<file path="config.mk">
export PLATFORM = sky130hd
export DESIGN_NAME = uart_byte_tx
export DESIGN_NICKNAME = d
export VERILOG_FILES = /design/src/rtl/uart_byte_tx.sv
export SDC_FILE = /design/constraint.sdc
export NUM_CORES = 1
export LEC_CHECK = 0
export CAP_MARGIN = 20
export CORE_UTILIZATION = 30
export CTS_BUF_LIST = sky130_fd_sc_hd__clkbuf_4
export DETAILED_ROUTE_END_ITERATION = 6
export HOLD_SLACK_MARGIN = 0.03
export SLEW_MARGIN = 20
export SYNTH_ARGS = -nofsm -noshare
export SYNTH_HDL_FRONTEND = slang
export SYNTH_SLANG_ARGS = --single-unit
</file>
<file path="constraint.sdc">
create_clock -name clk -period 4.02 [get_ports clk]
set_input_delay 0.804 -clock clk [delete_from_list [all_inputs] [get_ports clk]]
set_output_delay 0.804 -clock clk [all_outputs]
set_load 0.1 [all_outputs]
</file>
<file path="src/rtl/uart_byte_tx.sv">
// rtl/uart_byte_tx.sv - 8N1 UART byte transmitter with busy/block flow control
//
// Purpose: accepts one byte per tx_data/new_tx_data handshake and shifts it
// onto tx as start bit, 8 data bits (LSB first), stop bit. Each bit is held
// for CLK_PER_BIT clock cycles.
//
// Ports:
//   clk         in   system clock, rising edge
//   rst         in   synchronous active-high reset
//   tx          out  serial line, idles high, registered
//   block       in   flow control; high holds off new frames (registered once)
//   tx_busy     out  high when a byte cannot be accepted
//   tx_data     in   byte to send, sampled on acceptance only
//   new_tx_data in   one-cycle request, honoured only while tx_busy is low

module uart_byte_tx #(
  parameter int CLK_PER_BIT = 50,
  parameter int CTR_SIZE    = $clog2(CLK_PER_BIT)
) (
  input  logic       clk,
  input  logic       rst,
  output logic       tx,
  input  logic       block,
  output logic       tx_busy,
  input  logic [7:0] tx_data,
  input  logic       new_tx_data
);

  typedef enum logic [1:0] {
    IDLE  = 2'd0,
    START = 2'd1,
    DATA  = 2'd2,
    STOP  = 2'd3
  } state_t;

  localparam logic [CTR_SIZE-1:0] CTR_LAST = CTR_SIZE'(CLK_PER_BIT - 1);

  state_t              state_q;
  logic [CTR_SIZE-1:0] ctr_q;
  logic [2:0]          bit_q;
  logic [7:0]          data_q;
  logic                tx_q;
  logic                block_q;

  // Busy depends only on registers, so an upstream printer may drive
  // new_tx_data directly from !tx_busy without forming a loop.
  assign tx_busy = (state_q != IDLE) | block_q;
  assign tx      = tx_q;

  // tx_q is always loaded with the level of the state being entered, so the
  // line changes on the same edge as state_q.
  always_ff @(posedge clk) begin
    if (rst) begin
      state_q <= IDLE;
      ctr_q   <= '0;
      bit_q   <= 3'd0;
      data_q  <= 8'd0;
      tx_q    <= 1'b1;
      block_q <= 1'b0;
    end else begin
      block_q <= block;
      case (state_q)
        IDLE: begin
          tx_q <= 1'b1;
          if (!block_q && new_tx_data) begin
            data_q  <= tx_data;
            ctr_q   <= '0;
            bit_q   <= 3'd0;
            tx_q    <= 1'b0;
            state_q <= START;
          end
        end
        START: begin
          if (ctr_q == CTR_LAST) begin
            ctr_q   <= '0;
            tx_q    <= data_q[0];
            state_q <= DATA;
          end else begin
            ctr_q <= ctr_q + CTR_SIZE'(1);
          end
        end
        DATA: begin
          if (ctr_q == CTR_LAST) begin
            ctr_q <= '0;
            if (bit_q == 3'd7) begin
              bit_q   <= 3'd0;
              tx_q    <= 1'b1;
              state_q <= STOP;
            end else begin
              bit_q <= bit_q + 3'd1;
              tx_q  <= data_q[bit_q + 3'd1];
            end
          end else begin
            ctr_q <= ctr_q + CTR_SIZE'(1);
          end
        end
        STOP: begin
          if (ctr_q == CTR_LAST) begin
            ctr_q   <= '0;
            tx_q    <= 1'b1;
            state_q <= IDLE;
          end else begin
            ctr_q <= ctr_q + CTR_SIZE'(1);
          end
        end
        default: begin
          ctr_q   <= '0;
          bit_q   <= 3'd0;
          tx_q    <= 1'b1;
          state_q <= IDLE;
        end
      endcase
    end
  end

endmodule

</file>
==> summary.txt <==
GRT
  • Gr usage total: 13.4%
  • Largest net degree at the start of global routing: 21
  • Met2 Resource Use GR: 23.3%
  • Met1 Resource Use GR: 17.4%
  • Top Usage Layer GRT: met2
  • First-pass GRT wire length: 4290 µm
  • Vias in the first global route: 974
  • Antenna violations before repair: 0
  • GRT overflow: 0
  • Met3 usage in global routing: 1.99%

Critical path
  • Kind of critical path: flip-flop to output pin
  • Worst path max stage delay: 1140 ps
  • CP Buf/Inv Count: 1
  • Slowest cell on crit path: clkdlybuf4s50_1
  • Crit path DAT: 1820 ps
  • R2r startpoint: state_q[0]
  • Reg-to-reg endpoint: bit_q[0]
  • Critical Path RT: 3220 ps
  • Worst Path Max Fanout: 2
  • Worst R2R Path Depth: 6
  • R2r setup slk: 1960 ps
  • Top delay family on crit path: buffers and inverters
  • CP Capture Type: output pin
  • Crit path cell chain: clkdlybuf4s50_1
  • Startpoint Class: flip-flop

Placed design
  • DP Wirelength: 1920 µm
  • IO buf count: 13
  • Routability cong.: 0.859

Run status
  • Status: completed

Floorplan
  • DIE WIDTH: 63.6 µm
  • FP Rows: 22
  • Die height: 63.6 µm
  • I/O pins: 14
  • Starting Density: 31.1%
  • DIE AREA: 4050 µm²
  • Core Footprint: 3660 µm²

Synthesis
  • Distinct cells, synth: 33
  • Synth Net Count: 156
  • Yosys warnings: 0
  • Synthesized area per cell: 8.44 µm²
  • Seq/Total Area, Yosys: 36.9%
  • Mapped Area: 1140 µm²
  • Synth Register Bits: 21
  • Post-synthesis cell count: 135

Pwr
  • NetSw: 0.344 mW
  • Leakage: 0.486 nW
  • Pwr dens: 557 nW/µm²
  • Reg power frac: 35.5%
  • Clock Power Share: 14.1%
  • Gate power share: 50.4%
  • Maximum vdd drop: 0.269 mV
  • Switching Fraction: 46.2%
  • Int Power: 0.400 mW

Drt
  • Router iterations before antenna repair: 4
  • DRC Markers: 0
  • Final ANT Viol Nets: 0
  • DR WL/cell: 12.8 µm
  • DRT iter0 DRCs: 44
  • Total number of vias: 1001
  • DRT Wirelength: 2500 µm
  • Vias/cell: 5.13

Timing
  • RSZ-0062 raised after global routing: false
  • Crit path time final: 2620 ps
  • Final slew viol count: 0
  • Worst Max-Slew Pin Slew: 966 ps
  • Crit share post-route: 65.2%
  • Fmax: 0.381 GHz
  • Final setup TNS: 0 ps
  • Count of final hold-check violations: 0
  • Slew margin rel.: 35.4%
  • Worst Skew: 11.1 ps
  • Final setup vio count: 0

Clocking
  • Worst-Skew Late Latency: 300 ps
  • Clock root cell: clkbuf_4
  • CTS tree: built
  • CTS sink cnt: 21
  • CTS Hold Bufs: 0
  • Num CTS Buffers: 3
  • Post-CTS Setup Inserts: 0
  • CTS resizes: 0
  • Clock Pin Slew Worst Setup and Hold Paths: 130 ps
  • CTS HTree Levels: 1
  • Max clock buf depth: 2

Worst hold path
  • Worst Hold Launch: data_q[2]
  • Hold path cells: 2
  • End of the worst hold path: data_q[2]
  • HP Class: flip-flop to flip-flop

Final layout
  • Area delta synth->final: 17.0%
  • Layout cells sized above 1: 5.44%
  • Most common cell after layout, fill and taps aside: dfxtp_1
  • Layout Nets: 169
  • Most frequent cells in the layout: 21 x dfxtp_1, 16 x a21oi_1, 15 x nand2_1, 12 x nand3_1, 12 x clkdlybuf4s50_1
  • Fin util: 36.4%
  • Ant. Diodes: 0

Run
  • Max Cap Viol: 0
-- worst max-delay path by stage --
stage                      startpoint      end  slack [ps]  depth (start not counted)
after floorplan            state_q[0]  tx_busy        1540                          5
after global placement    new_tx_data       tx        1550                          5
after detailed placement  new_tx_data       tx        1510                          5
after CTS                          tx       tx        1400                          1
after global routing               tx       tx        1340                          1
final                              tx       tx        1400                          1
-- cells by family after synthesis --
| logic type | Yosys count | share of synthesized area, % |
|---|---|---|
| compound gates | 34 | 18.3 |
| xor+xnor | 4 | 3.07 |
| fa+ha+maj | 9 | 9.88 |
| buf+inv | 11 | 3.84 |
| flops | 21 | 36.9 |
| mux | 3 | 4.94 |
| simple gates | 53 | 23.1 |
-- area by class of cell --
cell class | instances | area, µm²
tap | 48 | 60.1
fill | 386 | 2330
sequential | 21 | 420
inverter | 6 | 22.5
clock inverter | 1 | 5.00
timing repair buffer | 13 | 128
multi-input combinational | 103 | 676
clock buffer | 3 | 22.5
-- power groups by stage --
stage,Sequential [mW],Clock [mW],Combinational (mW)
floorplan,0.298,0,0.257
global placement,0.266,0,0.367
detailed placement,0.269,0,0.372
CTS,0.264,0.105,0.374
global route,0.269,0.115,0.416
finish,0.264,0.105,0.374
-- per-layer routing --
metal | up-vias | wire length [µm]
met5 | - | 0
li1 | 502 | -
met1 | 476 | 1150
met4 | 0 | 0
met2 | 23 | 1240
met3 | 0 | 111
-- synthesized netlist by cell type --
cell / count / area (µm²)
and2b_1: 1 / 7.51
ha_1: 9 / 113
nor4_1: 1 / 6.26
a31oi_1: 2 / 12.5
nor2_1: 9 / 33.8
a211oi_1: 3 / 22.5
o31a_1: 1 / 8.76
nand3_1: 12 / 60.1
buf_1: 1 / 3.75
nand2_1: 15 / 56.3
xor2_1: 2 / 17.5
o2111ai_1: 1 / 8.76
or3_1: 2 / 12.5
and3b_1: 1 / 8.76
dfxtp_1: 21 / 420
clkbuf_1: 2 / 7.51
nand3b_1: 3 / 22.5
nand2b_1: 3 / 18.8
o21ai_0: 4 / 20.0
a21oi_1: 16 / 80.1
a22oi_1: 1 / 7.51
o32ai_1: 1 / 8.76
a2111oi_1: 1 / 10.0
o21bai_1: 1 / 7.51
a21boi_0: 1 / 7.51
nor3_1: 1 / 5.00
nor2b_1: 5 / 31.3
xnor2_1: 2 / 17.5
buf_2: 2 / 10.0
mux4_2: 2 / 45.0
inv_1: 6 / 22.5
o31ai_1: 2 / 15.0
mux2_2: 1 / 11.3
-- state kept, by name, summed over array words and instances (netlist names) --
register and flops:
data_q 8, ctr_q 6, bit_q 3, state_q 2
block_q 1, tx 1
-- stage by stage --
| stage | std cells | setup slack, ps | hold WS (ps) | total power [mW] | area [µm²] |
|---|---|---|---|---|---|
| 3_5_place_dp | 191 | 1510 | 454 | 0.641 | 1310 |
| 4_1_cts | 195 | 1400 | 471 | 0.743 | 1330 |
| 3_3_place_gp | 191 | 1550 | 447 | 0.633 | 1310 |
| 2_1_floorplan | 135 | 1540 | 433 | 0.555 | 1140 |
| 6_report | 195 | 1400 | 475 | 0.743 | 1330 |
| 5_1_grt | 195 | 1340 | 500 | 0.800 | 1330 |
No activity file was read; power rests on OpenSTA's default activity.
